[src/rtl/ps2_pkg.sv]
// ps2_pkg: shared types and constants for the PS/2 host port.
//   rx_state_t  - receive frame FSM states
//   tx_state_t  - host-to-device transmit FSM states
//   ps2_event_t - decoded key event {ext, make, code}
//   PS2_EXT / PS2_BRK - extended and break prefix bytes
//   odd_parity() - parity bit that makes data+parity odd
package ps2_pkg;

    typedef enum logic [1:0] {
        RX_IDLE,
        RX_DATA,
        RX_PARITY,
        RX_STOP
    } rx_state_t;

    typedef enum logic [2:0] {
        TX_IDLE,
        TX_INHIBIT,
        TX_REQ,
        TX_BITS,
        TX_ACK
    } tx_state_t;

    typedef struct packed {
        logic       ext;
        logic       make;
        logic [7:0] code;
    } ps2_event_t;

    localparam int         EVENT_W = $bits(ps2_event_t);
    localparam logic [7:0] PS2_EXT = 8'hE0;
    localparam logic [7:0] PS2_BRK = 8'hF0;

    function automatic logic odd_parity(input logic [7:0] b);
        return ~^b;
    endfunction

endpackage

[src/rtl/ps2_fifo.sv]
// ps2_fifo: small synchronous FIFO for decoded key events.
// Parameters: DEPTH (power of two, 2..16).
// Ports:
//   clock, reset      - clock, asynchronous active-low reset
//   push, push_data   - write request and event word (dropped when full
//                       unless a pop happens in the same cycle)
//   pop               - remove head (ignored when empty)
//   head              - current head word, read straight from storage flops
//   full, empty       - occupancy flags
module ps2_fifo
    import ps2_pkg::*;
#(
    parameter int DEPTH = 4
) (
    input  logic               clock,
    input  logic               reset,
    input  logic               push,
    input  logic [EVENT_W-1:0] push_data,
    input  logic               pop,
    output logic [EVENT_W-1:0] head,
    output logic               full,
    output logic               empty
);

    localparam int PTR_W = $clog2(DEPTH);

    logic [EVENT_W-1:0] mem_reg [DEPTH];
    logic [PTR_W-1:0]   rd_ptr_reg;
    logic [PTR_W-1:0]   wr_ptr_reg;
    logic [PTR_W:0]     count_reg;
    logic               do_push;
    logic               do_pop;

    assign full    = (count_reg == (PTR_W + 1)'(DEPTH));
    assign empty   = (count_reg == '0);
    assign do_pop  = pop && !empty;
    // When full, a same-cycle pop frees the slot being written (wr == rd),
    // and the popped word has already been presented this cycle.
    assign do_push = push && (!full || do_pop);
    assign head    = mem_reg[rd_ptr_reg];

    always_ff @(posedge clock or negedge reset) begin
        if (!reset) begin
            rd_ptr_reg <= '0;
            wr_ptr_reg <= '0;
            count_reg  <= '0;
            for (int i = 0; i < DEPTH; i++) begin
                mem_reg[i] <= '0;
            end
        end else begin
            if (do_push) begin
                mem_reg[wr_ptr_reg] <= push_data;
                wr_ptr_reg          <= wr_ptr_reg + 1'b1;
            end
            if (do_pop) begin
                rd_ptr_reg <= rd_ptr_reg + 1'b1;
            end
            case ({do_push, do_pop})
                2'b10:   count_reg <= count_reg + 1'b1;
                2'b01:   count_reg <= count_reg - 1'b1;
                default: count_reg <= count_reg;
            endcase
        end
    end

endmodule

[src/rtl/ps2_host.sv]
// ps2_host: PS/2 keyboard host port.
// Receives device frames through a glitch filter, folds E0/F0 prefixes into
// {ext, make, code} events and queues them in a FIFO with a valid/ready head.
// Optional host-to-device transmitter is built when macro PS2_TX_EN is defined;
// otherwise the tx outputs are tied inactive and txStrb/txData are ignored.
// Parameters: FILTER, FIFO_DEPTH, TIMEOUT_W, INHIBIT.
// Ports:
//   clock, reset        - system clock, asynchronous active-low reset
//   ce                  - sample enable for everything except the FIFO read side
//   ps2CkI, ps2DI       - raw PS/2 clock/data pins
//   ps2CkO, ps2DO       - 1 = pull clock/data pin low (open drain)
//   valid, ready        - FIFO head handshake
//   make, ext, code     - FIFO head event
//   overflow            - pulse: event dropped on full FIFO
//   frameErr            - pulse: start/parity/stop error or watchdog timeout
//   txStrb, txData      - transmit request and byte
//   txBusy, txAck       - transmit in progress, device acknowledge pulse
module ps2_host
    import ps2_pkg::*;
#(
    parameter int FILTER     = 8,
    parameter int FIFO_DEPTH = 4,
    parameter int TIMEOUT_W  = 12,
    parameter int INHIBIT    = 1000
) (
    input  logic       clock,
    input  logic       reset,
    input  logic       ce,
    input  logic       ps2CkI,
    input  logic       ps2DI,
    output logic       ps2CkO,
    output logic       ps2DO,
    output logic       valid,
    input  logic       ready,
    output logic       make,
    output logic       ext,
    output logic [7:0] code,
    output logic       overflow,
    output logic       frameErr,
    input  logic       txStrb,
    input  logic [7:0] txData,
    output logic       txBusy,
    output logic       txAck
);

    localparam logic [TIMEOUT_W-1:0] WD_LAST = TIMEOUT_W'((2 ** TIMEOUT_W) - 2);

    // ---------------- input synchronisers and clock filter ----------------
    logic [1:0]        ck_sync_reg;
    logic [1:0]        d_sync_reg;
    logic [FILTER-1:0] filt_reg;
    logic [FILTER-1:0] filt_next;
    logic              ck_filt_reg;
    logic              fall_reg;
    logic              d_s;

    assign d_s       = d_sync_reg[1];
    assign filt_next = {filt_reg[FILTER-2:0], ck_sync_reg[1]};

    always_ff @(posedge clock or negedge reset) begin
        if (!reset) begin
            ck_sync_reg <= 2'b11;
            d_sync_reg  <= 2'b11;
            filt_reg    <= '1;
            ck_filt_reg <= 1'b1;
            fall_reg    <= 1'b0;
        end else if (ce) begin
            ck_sync_reg <= {ck_sync_reg[0], ps2CkI};
            d_sync_reg  <= {d_sync_reg[0], ps2DI};
            filt_reg    <= filt_next;
            fall_reg    <= 1'b0;
            if (&filt_next) begin
                ck_filt_reg <= 1'b1;
            end else if (~|filt_next && ck_filt_reg) begin
                // fall_reg holds for exactly one ce period, so consumers
                // act on it at the next ce
                ck_filt_reg <= 1'b0;
                fall_reg    <= 1'b1;
            end
        end
    end

    // ---------------- shared frame watchdog ----------------
    rx_state_t            rx_state_reg;
    logic [TIMEOUT_W-1:0] wd_reg;
    logic                 wd_active;
    logic                 timeout;
    logic                 tx_guard;
    logic                 tx_busy;
    logic                 tx_err;

    assign wd_active = (rx_state_reg != RX_IDLE) || tx_guard;
    // A fall on the same tick means the link is alive; it wins.
    assign timeout   = ce && wd_active && !fall_reg && (wd_reg == WD_LAST);

    always_ff @(posedge clock or negedge reset) begin
        if (!reset) begin
            wd_reg <= '0;
        end else if (ce) begin
            if (!wd_active || fall_reg || timeout) begin
                wd_reg <= '0;
            end else begin
                wd_reg <= wd_reg + 1'b1;
            end
        end
    end

    // ---------------- receive FSM and prefix decoder ----------------
    logic [2:0] bit_cnt_reg;
    logic [7:0] shift_reg;
    logic       par_reg;
    logic       ext_flag_reg;
    logic       make_flag_reg;
    logic       push_req_reg;
    ps2_event_t push_data_reg;
    logic       rx_err_reg;

    always_ff @(posedge clock or negedge reset) begin
        if (!reset) begin
            rx_state_reg  <= RX_IDLE;
            bit_cnt_reg   <= '0;
            shift_reg     <= '0;
            par_reg       <= 1'b0;
            ext_flag_reg  <= 1'b0;
            make_flag_reg <= 1'b1;
            push_req_reg  <= 1'b0;
            push_data_reg <= '0;
            rx_err_reg    <= 1'b0;
        end else begin
            rx_err_reg <= 1'b0;
            if (ce) begin
                // a pending push is taken by the FIFO on this ce
                if (push_req_reg) begin
                    push_req_reg <= 1'b0;
                end
                if (timeout && (rx_state_reg != RX_IDLE)) begin
                    rx_state_reg  <= RX_IDLE;
                    ext_flag_reg  <= 1'b0;
                    make_flag_reg <= 1'b1;
                    rx_err_reg    <= 1'b1;
                end else if (fall_reg && !tx_busy) begin
                    case (rx_state_reg)
                        RX_IDLE: begin
                            if (!d_s) begin
                                rx_state_reg <= RX_DATA;
                                bit_cnt_reg  <= '0;
                            end
                        end
                        RX_DATA: begin
                            shift_reg   <= {d_s, shift_reg[7:1]};
                            bit_cnt_reg <= bit_cnt_reg + 1'b1;
                            if (bit_cnt_reg == 3'd7) begin
                                rx_state_reg <= RX_PARITY;
                            end
                        end
                        RX_PARITY: begin
                            par_reg      <= d_s;
                            rx_state_reg <= RX_STOP;
                        end
                        RX_STOP: begin
                            rx_state_reg <= RX_IDLE;
                            if (d_s && (^{shift_reg, par_reg})) begin
                                if (shift_reg == PS2_EXT) begin
                                    ext_flag_reg <= 1'b1;
                                end else if (shift_reg == PS2_BRK) begin
                                    make_flag_reg <= 1'b0;
                                end else begin
                                    push_req_reg       <= 1'b1;
                                    push_data_reg.ext  <= ext_flag_reg;
                                    push_data_reg.make <= make_flag_reg;
                                    push_data_reg.code <= shift_reg;
                                    ext_flag_reg       <= 1'b0;
                                    make_flag_reg      <= 1'b1;
                                end
                            end else begin
                                ext_flag_reg  <= 1'b0;
                                make_flag_reg <= 1'b1;
                                rx_err_reg    <= 1'b1;
                            end
                        end
                        default: rx_state_reg <= RX_IDLE;
                    endcase
                end
            end
        end
    end

    // ---------------- event FIFO ----------------
    logic               fifo_push;
    logic               fifo_pop;
    logic               fifo_full;
    logic               fifo_empty;
    logic [EVENT_W-1:0] fifo_head;
    ps2_event_t         head_evt;
    logic               overflow_reg;

    assign fifo_push = push_req_reg && ce;
    assign fifo_pop  = !fifo_empty && ready;
    assign head_evt  = fifo_head;

    ps2_fifo #(
        .DEPTH(FIFO_DEPTH)
    ) u_fifo (
        .clock    (clock),
        .reset    (reset),
        .push     (fifo_push),
        .push_data(push_data_reg),
        .pop      (fifo_pop),
        .head     (fifo_head),
        .full     (fifo_full),
        .empty    (fifo_empty)
    );

    always_ff @(posedge clock or negedge reset) begin
        if (!reset) begin
            overflow_reg <= 1'b0;
        end else begin
            overflow_reg <= fifo_push && fifo_full && !fifo_pop;
        end
    end

    assign valid    = !fifo_empty;
    assign ext      = head_evt.ext;
    assign make     = head_evt.make;
    assign code     = head_evt.code;
    assign overflow = overflow_reg;
    assign frameErr = rx_err_reg || tx_err;

    // ---------------- host-to-device transmitter ----------------
`ifdef PS2_TX_EN
    localparam int             INH_W    = $clog2(INHIBIT + 1);
    localparam logic [INH_W-1:0] INH_LAST = INH_W'(INHIBIT - 1);

    tx_state_t        tx_state_reg;
    logic [8:0]       tx_shift_reg;
    logic [3:0]       tx_idx_reg;
    logic [INH_W-1:0] inh_cnt_reg;
    logic             ck_o_reg;
    logic             d_o_reg;
    logic             tx_busy_reg;
    logic             tx_ack_reg;
    logic             tx_err_reg;

    assign tx_guard = (tx_state_reg == TX_BITS) || (tx_state_reg == TX_ACK);
    assign tx_busy  = tx_busy_reg;
    assign tx_err   = tx_err_reg;
    assign ps2CkO   = ck_o_reg;
    assign ps2DO    = d_o_reg;
    assign txBusy   = tx_busy_reg;
    assign txAck    = tx_ack_reg;

    always_ff @(posedge clock or negedge reset) begin
        if (!reset) begin
            tx_state_reg <= TX_IDLE;
            tx_shift_reg <= '0;
            tx_idx_reg   <= '0;
            inh_cnt_reg  <= '0;
            ck_o_reg     <= 1'b0;
            d_o_reg      <= 1'b0;
            tx_busy_reg  <= 1'b0;
            tx_ack_reg   <= 1'b0;
            tx_err_reg   <= 1'b0;
        end else begin
            tx_ack_reg <= 1'b0;
            tx_err_reg <= 1'b0;
            if (ce) begin
                if (timeout && tx_guard) begin
                    tx_state_reg <= TX_IDLE;
                    ck_o_reg     <= 1'b0;
                    d_o_reg      <= 1'b0;
                    tx_busy_reg  <= 1'b0;
                    tx_err_reg   <= 1'b1;
                end else begin
                    case (tx_state_reg)
                        TX_IDLE: begin
                            if (txStrb && (rx_state_reg == RX_IDLE)) begin
                                tx_shift_reg <= {odd_parity(txData), txData};
                                tx_busy_reg  <= 1'b1;
                                ck_o_reg     <= 1'b1;
                                d_o_reg      <= 1'b0;
                                inh_cnt_reg  <= '0;
                                tx_state_reg <= TX_INHIBIT;
                            end
                        end
                        TX_INHIBIT: begin
                            if (inh_cnt_reg == INH_LAST) begin
                                // release clock, pull data low as start bit
                                ck_o_reg     <= 1'b0;
                                d_o_reg      <= 1'b1;
                                tx_state_reg <= TX_REQ;
                            end else begin
                                inh_cnt_reg <= inh_cnt_reg + 1'b1;
                            end
                        end
                        TX_REQ: begin
                            if (fall_reg) begin
                                d_o_reg      <= ~tx_shift_reg[0];
                                tx_shift_reg <= {1'b0, tx_shift_reg[8:1]};
                                tx_idx_reg   <= 4'd1;
                                tx_state_reg <= TX_BITS;
                            end
                        end
                        TX_BITS: begin
                            if (fall_reg) begin
                                if (tx_idx_reg == 4'd9) begin
                                    // data and parity sent: release for stop
                                    d_o_reg      <= 1'b0;
                                    tx_state_reg <= TX_ACK;
                                end else begin
                                    d_o_reg      <= ~tx_shift_reg[0];
                                    tx_shift_reg <= {1'b0, tx_shift_reg[8:1]};
                                    tx_idx_reg   <= tx_idx_reg + 1'b1;
                                end
                            end
                        end
                        TX_ACK: begin
                            if (fall_reg) begin
                                if (!d_s) begin
                                    tx_ack_reg <= 1'b1;
                                end else begin
                                    tx_err_reg <= 1'b1;
                                end
                                tx_busy_reg  <= 1'b0;
                                tx_state_reg <= TX_IDLE;
                            end
                        end
                        default: tx_state_reg <= TX_IDLE;
                    endcase
                end
            end
        end
    end
`else
    logic unused_tx;

    assign unused_tx = ^{txStrb, txData};
    assign tx_guard  = 1'b0;
    assign tx_busy   = 1'b0;
    assign tx_err    = 1'b0;
    assign ps2CkO    = 1'b0;
    assign ps2DO     = 1'b0;
    assign txBusy    = 1'b0;
    assign txAck     = 1'b0;
`endif

endmodule

[config.mk]
export PLATFORM = sky130hd
export DESIGN_NAME = ps2_host
export DESIGN_NICKNAME = d
export VERILOG_FILES = /design/src/rtl/ps2_pkg.sv /design/src/rtl/ps2_fifo.sv /design/src/rtl/ps2_host.sv
export SDC_FILE = /design/constraint.sdc
export NUM_CORES = 1
export LEC_CHECK = 0
export BUFFER_PORTS_ARGS = -buffer_cell sky130_fd_sc_hd__buf_2
export CORE_ASPECT_RATIO = 0.7
export CORE_MARGIN = 4
export CORE_UTILIZATION = 59
export CTS_CLUSTER_DIAMETER = 40
export DETAILED_ROUTE_END_ITERATION = 8
export GPL_TIMING_DRIVEN = 0
export PLACE_DENSITY = 0.78
export SYNTH_ARGS = -nofsm -noshare
export SYNTH_HDL_FRONTEND = slang
export SYNTH_SLANG_ARGS = --single-unit
[constraint.sdc]
create_clock -name clock -period 3.4 [get_ports clock]
set_clock_uncertainty 0.05 [all_clocks]
set_input_delay 0.17 -clock clock [delete_from_list [all_inputs] [get_ports clock]]
set_output_delay 0.17 -clock clock [all_outputs]
set_load 0.02 [all_outputs]
==> results.yml <==
run_status:
  status: "finished clean"
detailed_routing:
  wl_um: 8440
  dr.pass1.iters: 4
  num_vias: 2733
  via_per_inst: 5.66
  drt_iter0_markers: 89
  drc: 0
  drtAntennaViolNets: 0
  drt-wirelength-per-cell_um: 17.5
layout:
  final_common_cell: "dfrtp_1"
  final_layout_size_suffix_gt1_share_pct: 36.1
  areaGrowthSynthToFinish_pct: 12.6
  final_cells: 483
  n_antenna_cell: 0
  largest_reg_flops: 40
  nNetsFinal: 409
  fin_util_pct: 70.1
  final_cell_mix: "dfrtp_1 (88), mux2_2 (59), nand2_1 (19), buf_2 (19), inv_1 (15)"
  nFillCells: 532
sta:
  final-setup-viol-count: 0
  slew_headroom_pct: 55.7
  fin_ws_ns: 0.881
  final_hold_viol_count: 0
  maxSlewViolCount: 0
  tightest_slew_ns: 0.664
  min_period_ns: 2.52
  rsz0062_at_grt: "no"
  tns_ns: 0
  fmax_mhz: 397
  finalCritPeriodShare_pct: 74.1
pwr:
  ir_drop_uv: 353
  p_per_area_nw_per_um2: 532
  total_power_uw: 2790
  p_leak_uw: 0.00254
worst_setup_path:
  worstSetupStartpointType: "register"
  crit_family: "simple AND/OR/NAND/NOR gates"
  path_cells: "or4b_1 -> nor2b_1 -> buf_2 -> inv_1 -> ha_1 -> inv_1 -> fa_1 -> xor2_1 -> nor2_1 -> xor2_1"
  r2r-end: "u_fifo.count_reg[2]$_DFFE_PN0P_"
  cp_data_required_time_ns: 3.62
  crit_path_max_fanout: 8
  cp_data_arrival_time_ns: 2.74
  rr_worst_depth: 10
  cp-end-kind: "register"
  worst-path-buf-inv: 3
  r2r_start: "u_fifo.count_reg[1]$_DFFE_PN0P_"
  slowest_delay_ns: 0.56
  crit_slowest_cell: "or4b_1"
  path_class: "register to register"
  reg2reg_slack_ns: 0.88
die:
  start_util_pct: 62.2
  core_area_um2: 7480
  rows: 26
  die_area_um2: 9400
  die_w_um: 114
  die_h_um: 82.3
  ios: 32
placement:
  dp_cells: 465
  dp_slack_ns: 0.903
  gp_congestion: 0.785
  dp_hpwl_um: 5710
  port_buffers: 18
synth:
  async_flop_share_pct: 100
  yosys.area_share.simple_pct: 8.36
  ys_seq_area_share_pct: 54.7
  synth_top_family_by_area: "multiplexers"
  synth-adder-area-share_pct: 3.92
  synth_area_leaders: "dfrtp_1 (47%), mux2_2 (14%), dfstp_2 (7.3%), mux4_2 (4.8%), ha_1 (3.5%)"
  ys_ff_latch: 101
  syn_area_um2: 4650
  synth_cells: 345
  synth_compound_area_share_pct: 3.55
  synth_ff_type: "dfrtp_1"
  syn_area_per_cell_um2: 13.5
  synthXorXnorAreaFrac_pct: 4.41
  synth_cell_types: 47
  synth_edf_count: 0
  yosysTopAreaCell: "dfrtp_1"
  synthMuxAreaShare_pct: 22.2
  synth-warning-count: 0
  synth_top_area_share_pct: 47.3
clocking:
  path_clk_slew_ns: 0.07
  post_cts_buffers: 0
  insertion_delay_ns: 0.35
  cts.htree.levels: 3
  clock-root-buffer: "clkbuf_16"
  hold_buffers: 2
  clock_sinks: 101
  numCtsBuffers: 9
  cts_tree: "done"
  postCtsResizedCells: 0
  clockBufferDepth: 2
worst_hold_path:
  whs_endpoint: "d_sync_reg[0]$_DFFE_PN1P_"
  hold_class: "input pin to register"
  min_from: "ps2DI"
  whs_path_depth: 2
job:
  drv_cap: 0
global_route:
  grt_max_degree: 55
  grt_pass1_wl_um: 14500
  grt_pass1_vias: 2825
  grt_usage_pct: 20.5
  grt_overflow: 0
  antenna_found_initial: 0
==> per-stage QoR <==
stage | hold slack (ns) | area, um^2
after global placement | 0.353 | 4880
after CTS | 0.0293 | 5240
after global routing | 0.0269 | 5240
after floorplan | -0.176 | 4670
final | 0.0440 | 5240
after detailed placement | 0.172 | 4910
==> power breakdown <==
group          total [uW]  internal [uW]  switching, uW
Sequential           1370           1300           72.2
Clock                1060            630            432
Combinational         355            160            196
==> metal layers <==
metal	wire, um	part of all wire [%]	GRT usage [%]	up-vias
met1	4080	48	28.1	1382
met3	346	4.1	7.57	17
met4	143	1.7	6.76	0
li1	-	-	-	1281
met2	3870	46	30.6	53
met5	0	0	0	-
==> layout make-up <==
cell class              count  area [um^2]  area share [%]
plain buffers              13         73.8            1.41
clock buffers              13          270            5.16
clock inverters             3         42.5           0.812
inverters                  15         56.3            1.07
multi-input cells         219         1990            38.0
flip-flops and latches    101         2540            48.5
well taps                  98          123            2.34
repair buffers             21          140            2.67
==> cell usage after synthesis (all sizes together) (3+ instances only) <==
cell type  count
nor4           4
nand2         23
clkbuf         6
o21ai         14
ha            13
a21oi          3
xnor2         11
or3            3
buf            7
mux2          68
dfrtp         88
xor2           9
dfstp         13
nand3         10
nand4          5
nor2          14
mux4          10
inv           15
==> worst max path at each step <==
stage | from | endpoint | slack [ns] | cells after the start
5_1_grt | u_fifo.count_reg[1]$_DFFE_PN0P_ | u_fifo.count_reg[2]$_DFFE_PN0P_ | 0.74 | 10
3_3_place_gp | u_fifo.count_reg[1]$_DFFE_PN0P_ | u_fifo.count_reg[2]$_DFFE_PN0P_ | 0.95 | 10
3_5_place_dp | u_fifo.count_reg[1]$_DFFE_PN0P_ | u_fifo.count_reg[2]$_DFFE_PN0P_ | 0.90 | 10
4_1_cts | u_fifo.count_reg[1]$_DFFE_PN0P_ | u_fifo.count_reg[2]$_DFFE_PN0P_ | 0.86 | 10
6_report | u_fifo.count_reg[1]$_DFFE_PN0P_ | u_fifo.count_reg[2]$_DFFE_PN0P_ | 0.88 | 10
2_1_floorplan | u_fifo.count_reg[1]$_DFFE_PN0P_ | u_fifo.count_reg[2]$_DFFE_PN0P_ | 1.07 | 10
==> logic make-up after synthesis <==
logic type | count (synthesis)
simple gates | 74
buf+inv | 28
flops | 101
other cells | 1
fa+ha+maj | 14
compound gates | 27
mux | 79
xor+xnor | 21
==> worst reg2reg max path, stage by stage, from the launching register on <==
cell and delay [ns]:
dfrtp_1 0.41, or4b_1 0.56, nor2b_1 0.15, buf_2 0.18, inv_1 0.07, ha_1 0.16, inv_1 0.06, fa_1 0.37
xor2_1 0.15, nor2_1 0.12, xor2_1 0.16
(Power assumes the default switching activity.)
